## src/rtl/z_analyser_pkg.sv

```systemverilog
//------------------------------------------------------------------------------
// Module : z_analyser_pkg
// Brief  : Shared state type and saturating-increment helper for z_pulse_analyser.
// Rev    : 1.0 - initial release
//------------------------------------------------------------------------------
`default_nettype none

package z_analyser_pkg;

  typedef enum logic [0:0] {
    IDLE = 1'b0,
    HIGH = 1'b1
  } state_t;

  // Returns value+1, or value unchanged once it has reached 2^width-1.
  function automatic logic [31:0] sat_inc(input logic [31:0] value, input int unsigned width);
    logic [32:0] w_max;
    w_max = (33'd1 << width) - 33'd1;
    if ({1'b0, value} >= w_max) begin
      return value;
    end
    return value + 32'd1;
  endfunction

endpackage

`default_nettype wire

```

## src/rtl/sat_counter.sv

```systemverilog
//------------------------------------------------------------------------------
// Module : sat_counter
// Brief  : Saturating up-counter; clr together with inc loads 1.
// Rev    : 1.0 - initial release
//------------------------------------------------------------------------------
`default_nettype none

module sat_counter
  import z_analyser_pkg::*;
#(
  parameter int W = 8
) (
  input  logic         clk,
  input  logic         rst,
  input  logic         i_clr,
  input  logic         i_inc,
  output logic [W-1:0] o_q
);

  logic [W-1:0] r_q;

  always_ff @(posedge clk) begin
    if (rst) begin
      r_q <= '0;
    end else if (i_clr) begin
      r_q <= i_inc ? W'(1) : '0;
    end else if (i_inc) begin
      r_q <= W'(sat_inc(32'(r_q), W));
    end
  end

  assign o_q = r_q;

endmodule

`default_nettype wire

```

## src/rtl/z_pulse_analyser.sv

```systemverilog
//------------------------------------------------------------------------------
// Module : z_pulse_analyser
// Brief  : Measures high pulses on z, counts valid pulses and glitches, and
//          reports each valid pulse length through a one-entry buffer.
// Rev    : 1.0 - initial release
//------------------------------------------------------------------------------
`default_nettype none

module z_pulse_analyser
  import z_analyser_pkg::*;
#(
  parameter int CNT_W   = 8,
  parameter int LEN_W   = 8,
  parameter int MIN_LEN = 2
) (
  input  logic             clk,
  input  logic             rst,
  input  logic             z,
  input  logic             clr,
  output logic [CNT_W-1:0] pulse_cnt,
  output logic [CNT_W-1:0] glitch_cnt,
  output logic [LEN_W-1:0] last_len,
  output logic             z_level,
  output logic             rpt_valid,
  input  logic             rpt_ready,
  output logic [LEN_W-1:0] rpt_len,
  output logic             ovf
);

  localparam logic [LEN_W-1:0] C_MIN_LEN = LEN_W'(MIN_LEN);

  state_t           r_state;
  state_t           w_state_nxt;
  logic             r_z_q;
  logic [LEN_W-1:0] w_len;
  logic             w_len_clr;
  logic             w_len_inc;
  logic             w_end;
  logic             w_end_valid;
  logic             w_end_glitch;
  logic             w_load;
  logic [LEN_W-1:0] r_last_len;
  logic             r_rpt_valid;
  logic [LEN_W-1:0] r_rpt_len;
  logic             r_ovf;

  // z_q resets high so a pulse already in progress at reset release is ignored.
  always_ff @(posedge clk) begin
    if (rst) begin
      r_state <= IDLE;
      r_z_q   <= 1'b1;
    end else begin
      r_state <= w_state_nxt;
      r_z_q   <= z;
    end
  end

  // len is held at zero outside a pulse; a rise loads 1 via clr+inc.
  always_comb begin
    w_state_nxt = r_state;
    w_len_clr   = 1'b1;
    w_len_inc   = 1'b0;
    w_end       = 1'b0;
    case (r_state)
      IDLE: begin
        if (z && !r_z_q) begin
          w_state_nxt = HIGH;
          w_len_inc   = 1'b1;
        end
      end
      HIGH: begin
        if (z) begin
          w_len_clr = 1'b0;
          w_len_inc = 1'b1;
        end else begin
          w_state_nxt = IDLE;
          w_end       = 1'b1;
        end
      end
      default: w_state_nxt = IDLE;
    endcase
  end

  assign w_end_valid  = w_end && (w_len >= C_MIN_LEN);
  assign w_end_glitch = w_end && (w_len < C_MIN_LEN);
  assign w_load       = w_end_valid && (!r_rpt_valid || rpt_ready);

  sat_counter #(.W(LEN_W)) u_len_cnt (
    .clk   (clk),
    .rst   (rst),
    .i_clr (w_len_clr),
    .i_inc (w_len_inc),
    .o_q   (w_len)
  );

  // Gating inc with clr makes the clear win over a simultaneous pulse end.
  sat_counter #(.W(CNT_W)) u_pulse_cnt (
    .clk   (clk),
    .rst   (rst),
    .i_clr (clr),
    .i_inc (w_end_valid && !clr),
    .o_q   (pulse_cnt)
  );

  sat_counter #(.W(CNT_W)) u_glitch_cnt (
    .clk   (clk),
    .rst   (rst),
    .i_clr (clr),
    .i_inc (w_end_glitch && !clr),
    .o_q   (glitch_cnt)
  );

  always_ff @(posedge clk) begin
    if (rst) begin
      r_last_len <= '0;
      r_ovf      <= 1'b0;
    end else if (clr) begin
      r_last_len <= '0;
      r_ovf      <= 1'b0;
    end else begin
      if (w_end_valid) begin
        r_last_len <= w_len;
      end
      if (w_end_valid && !w_load) begin
        r_ovf <= 1'b1;
      end
    end
  end

  // A new load takes priority over the handshake that would empty the buffer.
  always_ff @(posedge clk) begin
    if (rst) begin
      r_rpt_valid <= 1'b0;
      r_rpt_len   <= '0;
    end else if (w_load) begin
      r_rpt_valid <= 1'b1;
      r_rpt_len   <= w_len;
    end else if (r_rpt_valid && rpt_ready) begin
      r_rpt_valid <= 1'b0;
    end
  end

  assign last_len  = r_last_len;
  assign z_level   = r_z_q;
  assign rpt_valid = r_rpt_valid;
  assign rpt_len   = r_rpt_len;
  assign ovf       = r_ovf;

endmodule

`default_nettype wire
```

## config.mk

```make
export PLATFORM = sky130hd
export DESIGN_NAME = z_pulse_analyser
export DESIGN_NICKNAME = d
export VERILOG_FILES = /design/src/rtl/z_analyser_pkg.sv /design/src/rtl/sat_counter.sv /design/src/rtl/z_pulse_analyser.sv
export SDC_FILE = /design/constraint.sdc
export NUM_CORES = 1
export LEC_CHECK = 0
export ABC_AREA = 1
export ABC_CLOCK_PERIOD_IN_PS = 2200
export CORE_MARGIN = 2
export CORE_UTILIZATION = 55
export DETAILED_ROUTE_END_ITERATION = 10
export DONT_BUFFER_PORTS = 1
export HOLD_SLACK_MARGIN = 0.12
export PLACE_DENSITY = 0.7
export SYNTH_ARGS = -nofsm -noshare
export SYNTH_HDL_FRONTEND = slang
export SYNTH_SLANG_ARGS = --single-unit
```

## constraint.sdc

```tcl
create_clock -name clk -period 2.2 [get_ports clk]
set_clock_uncertainty 0.1 [all_clocks]
set_input_delay 0.66 -clock clk [delete_from_list [all_inputs] [get_ports clk]]
set_output_delay 0.66 -clock clk [all_outputs]
set_load 0.005 [all_outputs]
```

# Word-level counts from Yosys, hierarchy flattened
# Index checks and enable logic that the tools add are counted.
# classes
n_addsub	3
n_mul	0
n_div	0
order_cmp	5
eq_ne	3
shifts	0
muxes	32
n_bitwise	1
reduce_logical	21
# ops
cell	n
8-bit 2-to-1 mux	9
8-bit by 1-bit adder with 8-bit output, second input constant	3
8-bit >= comparator, second input constant	3
1-bit 2-to-1 mux	22
8-bit by 2-bit >= comparator with 1-bit output, second input constant	1
1-bit logical AND	8
8-bit by 2-bit less-than comparator with 1-bit output, second input constant	1
2-bit nonzero test	4
3-bit inequality test, second input constant	2
2-bit AND reduction	3
1-bit logical NOT	4
3-bit by 2-bit inequality test with 1-bit output, second input constant	1
1-bit one-hot mux with 2 select lines	1
2-bit OR reduction	1
1-bit logical OR	1
1-bit NOT	1
# word_totals
reg_bits	44
latch_bits	0
mem_bits_rw	0
romBits	0
input_bits	5
output_inout_bits	35
wordCells	74
memories	0

# Depth between registers and ports, before layout
# Gate-level depths: netlist of the first run.
# logic_depth
ltp_word	10
mapped_depth	10
depth_no_buf	9

# Modules after synthesis
# Synthesis of the first run repeated with hierarchy kept, for this count alone.
# hier_totals
cells_unflattened	342
hier_area_um2	2332.2
# by_module_without_submodules
mod	instances	cells_each	area_per_inst_um2	seq_area_each_um2
sat_counter	3	73	471.7	160.2
z_pulse_analyser	1	123	917.1	400.4

# Least setup slack after synthesis of the first run
# No wires, ideal clock.
# synth_timing
path_type	register to register
startpoint	register u_len_cnt.r_q[1], in the netlist u_len_cnt.o_q[1]
endpoint	register u_len_cnt.r_q[0], in the netlist u_len_cnt.o_q[0]
setup_ns	0.119
t_arrival_ns	1.311
slack_ns	0.670
stages_incl_launch_ff	9
period_less_slack_ns	1.530
cell_sequence	dfxtp_1 > ha_1 > nand2_2 > nor2_2 > nand3_2 > nor2_4 > nand2_2 > o21ai_1 > a21oi_1
# synth_between
elab_chain_len	7
# synth_rtl
item	line_no	source
from (decl)	sat_counter.sv:20	logic [W-1:0] r_q;
from (signal assigned)	sat_counter.sv:26	r_q <= i_inc ? W'(1) : '0;
from (signal assigned)	sat_counter.sv:28	r_q <= W'(sat_inc(32'(r_q), W));
8-bit >= comparator (*)	z_analyser_pkg.sv:19	if ({1'b0, value} >= w_max) begin
1-bit 2-to-1 mux	z_analyser_pkg.sv:19	
1-bit 2-to-1 mux	sat_counter.sv:27	end else if (i_inc) begin
1-bit 2-to-1 mux	sat_counter.sv:25	end else if (i_clr) begin
1-bit 2-to-1 mux	sat_counter.sv:23	if (rst) begin
3-bit by 2-bit inequality test with 1-bit output (no line) (*)	--	
2-bit AND reduction (no line) (*)	--	
# Every way passes the cells marked *; elsewhere a longest branch is shown, timed or not. The select of a mux whose other input is x is not followed.
# A chain may end at the register's enable or synchronous reset.

# Worst setup path after layout of the first run
# layout_timing
startpoint	register u_len_cnt.r_q[0], in the netlist u_len_cnt.o_q[0]
endpoint	register r_last_len[2], in the netlist last_len[2]
# layout_between
elab_chain_len	2
# layout_rtl
item	line_no	source
8-bit by 2-bit >= comparator with 1-bit output	z_pulse_analyser.sv:84	assign w_end_valid = w_end && (w_len >= C_MIN_LEN);
1-bit logical AND	z_pulse_analyser.sv:84	
to (signal assigned)	z_pulse_analyser.sv:122	r_last_len <= w_len;
to (decl)	z_pulse_analyser.sv:42	logic [LEN_W-1:0] r_last_len;
# Every way passes these cells.

==> flow_metrics.tcl, run 1 <==
set metrics [dict create \
    leakagePower_nw 0.889 \
    slew_headroom_pct 73.2 \
    ctsResizeCount 0 \
    ys_seq_area_share_pct 40.2 \
    cp-startpoint "u_len_cnt.o_q[0]" \
    worstReg2RegStart "u_len_cnt.o_q[0]" \
    seq_power_share_pct 48.0 \
    layout-drive-gt1-share_pct 10.2 \
    cp_num_buf_inv 2 \
    hold_path_class "in2reg" \
    core_area_um2 3740 \
    cpPeakStageDelay_ns 0.48 \
    powerDensity_nw_per_um2 713 \
    die_w_um 67.1 \
    crit_fanout 23 \
    via_per_inst 5.47 \
    post_cts_buffers 0 \
    antenna_cells 0 \
    grt_overflow 0 \
    antenna_found_initial 0 \
    first_global_vias 1812 \
    row_count 22 \
    synthTopCellsByArea "dfxtp_1, nand2_1, a21oi_1" \
    critPathLaunchType "register" \
    cts_root_buf "clkbuf_8" \
    start_util_pct 58.5 \
    ir_worst_vdd_uv 477 \
    yosysTopAreaCell "dfxtp_1" \
    clk_path_buf_depth 2 \
    slew_violations 0 \
    r2r-end "last_len[2]" \
    worst-path-stages 8 \
    max_freq_mhz 540 \
    track_usage_pct 23.7 \
    fin_crit_sh_pct 84.2 \
    syn_avg_cell_area_um2 7.23 \
    fin_cells 351 \
    clkTransAtPathRegs_ns 0.08 \
    crit_chain "inv_1 > ha_1 > inv_1 > nand3_4 > nand2_4 > nor2_1 > a21oi_1 > nor2_1" \
    postRouteAntennaNets 0 \
    setup_violations 0 \
    crit_required_ns 2.29 \
    cap_violations 0 \
    numPortBuffers 0 \
    final_nets 311 \
    grt_pass1_wl_um 8070 \
    clockPowerShare_pct 50.2 \
    share_comb_of_total_power_pct 1.8 \
    max_slew.worst_pin.slew_ns 0.401 \
    wl_per_cell_um 13.5 \
    switching_share_pct 17.8 \
    end_kind "register" \
    cell_internal_pwr_mw 1.37 \
    power_mw 1.67 \
    status "finished clean" \
    cpLargestDelayFamily "simple AND/OR/NAND/NOR gates" \
    p_switching_uw 298 \
    num_vias 1920 \
    grt_max_degree 27 \
    syn_area_um2 2190 \
    rsz0062_at_grt "no" \
    yosysWarnings 0 \
    final_hold_viol_count 0 \
    drt_first_pass_iters 4 \
    fin_util_pct 62.6 \
    place_hpwl_um 3380 \
    slowest_stage "dfxtp_1" \
    dieArea_um2 4500 \
    whs_ns 0.322 \
    cts_buffers 5 \
    ioPinCount 40 \
    worstSkewPairLatency_ns 0.30 \
    cts_max_level 2 \
    syn_to_final_growth_pct 7.09 \
    r2r_slack_ns 0.35 \
    endpoint "last_len[2]" \
    numClockSinks 44 \
    synth_cells 303 \
    yosysTopAreaCellShare_pct 40.2 \
    cts_tree "yes" \
    num-fill-cells 341 \
    criticalPathCategory "reg2reg" \
    r2r_cells 8 \
    synth_nets 312 \
    drc 0 \
    yosysUniqueCellTypes 34 \
    cts_hold_buf 0 \
    first_iter_violations 123 \
    routabilityCongestion 0.812 \
    dieHeight_um 67.1 \
    fin_tns_setup_ns 0 \
    worstPathArrival_ns 1.94 \
    dp.cells 343 \
    ys_ff_latch 44 \
    min_period_ns 1.85 \
    drt_wl_total_um 4720 \
]
-- layout make-up --
type / count / area, um2 / area share [%]
Sequential cell: 44 / 881 / 37.6
Timing Repair Buffer: 2 / 15.0 / 0.640
Inverter: 37 / 139 / 5.92
Tap cell: 48 / 60.1 / 2.56
Clock buffer: 5 / 68.8 / 2.93
Clock inverter: 3 / 90.1 / 3.84
Multi-Input combinational cell: 212 / 1090 / 46.5
-- per-stage QoR --
step	setup WS, ns	instance area (um2)
after floorplan	0.670	2190
after global placement	0.412	2190
after detailed placement	0.392	2190
after CTS	0.382	2340
after global routing	0.238	2340
final	0.348	2340
-- sequential cells by signal, summed over array words and instances, names as in the netlist --
signal / flops
last_len: 8
rpt_len: 8
ovf: 1
z_level: 1
u_len_cnt.o_q: 8
u_glitch_cnt.o_q: 8
u_pulse_cnt.o_q: 8
rpt_valid: 1
r_state: 1
-- logic make-up (layout without fill, tap and decap cells) --
kind of cell             Yosys count  count (layout)  share of synthesized area, %
AND/OR/NAND/NOR                  158             158                          35.4
AO/OA/AOI/OAI                     49              49                          11.8
buffers and inverters             47              47                          9.94
flip-flops                        44              44                          40.2
adder cells (fa/ha/maj)            4               4                          2.29
XOR/XNOR                           1               1                         0.400
-- cell usage after synthesis, drive strengths merged --
library cell / number
a31oi: 2
inv: 36
o21a: 1
nor3: 4
clkinv: 1
clkbuf: 3
a211oi: 1
xor2: 1
nand2: 68
nor3b: 1
buf: 7
ha: 4
nor2: 45
o21bai: 1
nand3b: 2
dfxtp: 44
o21ai: 11
o211ai: 1
nand4: 17
nand3: 21
a21oi: 32
-- routing by layer --
layer | routed length [um] | vias up | GRT usage [%]
met5 | 0 | - | 0
met1 | 2170 | 885 | 29.1
li1 | - | 990 | -
met4 | 79 | 0 | 8.67
met2 | 2200 | 37 | 38.9
met3 | 275 | 8 | 7.09
-- worst min path at each step --
| stage | cells after the start | slack, ns | to | startpoint |
|---|---|---|---|---|
| floorplan | 2 | 0.36 | last_len[0] | last_len[0] |
| global placement | 2 | 0.36 | rpt_len[3] | rpt_len[3] |
| detailed placement | 2 | 0.37 | rpt_len[3] | rpt_len[3] |
| CTS | 1 | 0.31 | rpt_len[7] | rst |
| global route | 1 | 0.30 | rpt_valid | rst |
| finish | 1 | 0.32 | rpt_len[7] | rst |
-- power groups by stage --
stage	Combinational, mW	Sequential (mW)	Clock, mW
2_1_floorplan	0.0284	0.819	0
3_3_place_gp	0.0300	0.820	0
3_5_place_dp	0.0299	0.820	0
4_1_cts	0.0301	0.801	0.861
5_1_grt	0.0339	0.802	0.892
6_report	0.0303	0.802	0.840
-- cells in the final DEF (no fill, tap or decap), types with 4 or more instances in the layout --
master,n
nor2_2,4
clkbuf_8,5
dfxtp_1,44
nand3_1,16
nor2_1,38
ha_1,4
nand3_2,4
a21oi_1,32
nand2_2,4
o21ai_1,4
nand2_1,63
nand4_1,17
o21ai_0,7
inv_1,33
Power figures use the tool's default switching activity.
==> inputs of run 2 (changes only) <==
ABC_CLOCK_PERIOD_IN_PS = 1680   (was 2200)
PLACE_DENSITY = 0.73   (was 0.7)
clock period = 1.68 ns   (was 2.2 ns; I/O delays follow)
==> run 2 against run 1 <==
  * Maximum frequency is 19% higher
  * Die area did not move
  * Combinational power up 47%
  * Total power increased by 13%
  * Count of clock-buffer cells in the layout rose by 1
  * Global-route usage decreased by 0.45 points
  * Setup slack got worse by 0.22 ns
  * Sequential power increased by 31%
  * Final area increased by 3.0%
==> flow_metrics.tcl, run 2 (synthesized netlist as in run 1, its figures left out) <==
set metrics [dict create \
    ioPinCount 40 \
    first_global_vias 1864 \
    core_area_um2 3740 \
    slowest_stage "dfxtp_1" \
    row_count 22 \
    dp.cells 355 \
    status "finished clean" \
    crit_chain "nor2_2 > nand2_2 > inv_2 > nand3_4 > buf_4 > nand4_1 > a21oi_1" \
    wl_per_cell_um 13.0 \
    antenna_found_initial 0 \
    first_iter_violations 104 \
    finalWorstSetupSlack_ns 0.127 \
    dp_slack_ns 0.0745 \
    max_slew.worst_pin.slew_ns 0.366 \
    switching_share_pct 20.6 \
    numPortBuffers 0 \
    drt_wl_total_um 4700 \
    fin_cells 363 \
    clockPowerShare_pct 42.1 \
    worstSkewPairLatency_ns 0.30 \
    numClockSinks 44 \
    min_period_ns 1.55 \
    max_freq_mhz 644 \
    cell_internal_pwr_mw 1.50 \
    fin_crit_sh_pct 92.4 \
    cts_root_buf "clkbuf_8" \
    cap_violations 0 \
    critPathLaunchType "register" \
    routabilityCongestion 0.947 \
    ir_worst_vdd_uv 488 \
    cts_buffers 5 \
    clk_path_buf_depth 2 \
    dieHeight_um 67.1 \
    place_hpwl_um 3560 \
    final_hold_viol_count 0 \
    die_w_um 67.1 \
    end_kind "register" \
    drc 0 \
    whs_ns 0.161 \
    worstPathArrival_ns 1.67 \
    seq_power_share_pct 55.5 \
    cts_tree "yes" \
    slew_violations 0 \
    p_switching_uw 388 \
    grt_overflow 0 \
    slew_headroom_pct 75.6 \
    setup_violations 0 \
    grt_max_degree 21 \
    rsz0062_at_grt "yes" \
    final_common_cell "nand2_1" \
    drt_first_pass_iters 4 \
    layout-drive-gt1-share_pct 15.2 \
    cpPeakStageDelay_ns 0.47 \
    clkTransAtPathRegs_ns 0.09 \
    hold_path_class "in2reg" \
    post_cts_buffers 0 \
    grt_pass1_wl_um 8080 \
    dieArea_um2 4500 \
    crit_fanout 17 \
    powerDensity_nw_per_um2 782 \
    via_per_inst 5.40 \
    crit_required_ns 1.80 \
    share_comb_of_total_power_pct 2.4 \
    postRouteAntennaNets 0 \
    cpLargestDelayFamily "simple AND/OR/NAND/NOR gates" \
    antenna_cells 0 \
    criticalPathCategory "reg2reg" \
    syn_to_final_growth_pct 10.3 \
    track_usage_pct 23.2 \
    num_vias 1961 \
    final_cell_mix "nand2_1, dfxtp_1, nor2_1" \
    final_nets 323 \
    start_util_pct 58.5 \
    cp_num_buf_inv 2 \
    cts_max_level 2 \
    leakagePower_nw 0.913 \
]
==> run 2: changes by cell type in the layout (fill, tap and decap cells not counted), moves of 2 or more <==
cell | before | now
dfxtp_2 | 0 | 4
buf_4 | 2 | 14
ha_2 | 0 | 2
dfxtp_1 | 44 | 40
bufinv_16 | 3 | 1
ha_1 | 4 | 2
==> run 2: final cells by class <==
class                      instances  area (um2)
tap                               48        60.1
multi-input combinational        212        1120
inverter                          37         139
sequential                        44         886
clock inverter                     2        35.0
fill                             350        1330
timing repair buffer              14         105
clock buffer                       6        72.6
==> run 2: through the flow <==
stage | utilization [%] | total power, mW | setup TNS, ns | cell area, um2
global route | 64.5 | 1.95 | -0.00833 | 2410
detailed placement | 60.8 | 1.12 | 0 | 2280
finish | 64.5 | 1.89 | 0 | 2410
floorplan | - | 1.11 | 0 | 2190
CTS | 63.7 | 1.90 | 0 | 2380
global placement | 60.8 | 1.12 | 0 | 2280
==> run 2: power groups by stage <==
stage,combinational [mW],sequential (mW),clock [mW]
final,0.0444,1.05,0.796
after global routing,0.0506,1.05,0.849
after CTS,0.0433,1.05,0.809
after detailed placement,0.0432,1.07,0
after global placement,0.0428,1.07,0
after floorplan,0.0372,1.07,0
==> run 2: path summary, 6_finish.rpt <==
path | from | end | slack (ns) | cells after the start
worst max-delay path | u_len_cnt.o_q[4] | rpt_len[5] | 0.13 | 7
worst min-delay path | rst | rpt_len[7] | 0.16 | 1
worst min register to register | rpt_len[6] | rpt_len[6] | 0.38 | 2
worst max register to register | u_len_cnt.o_q[4] | rpt_len[5] | 0.13 | 7
==> run 2: timing repair <==
action | in CTS | in global routing
gates resized for setup | 0 | 9
hold buffers | 0 | 0
endpoints found under the hold margin | 0 | 0
endpoints found under the setup margin | 0 | 13
==> run 2: layer usage <==
| layer | track usage, % | vias up | wire length, um |
|---|---|---|---|
| li1 | - | 1013 | - |
| met1 | 27.8 | 897 | 1990 |
| met2 | 41.0 | 46 | 2400 |
| met3 | 5.57 | 5 | 267 |
| met4 | 6.63 | 0 | 41 |
| met5 | 0 | - | 0 |
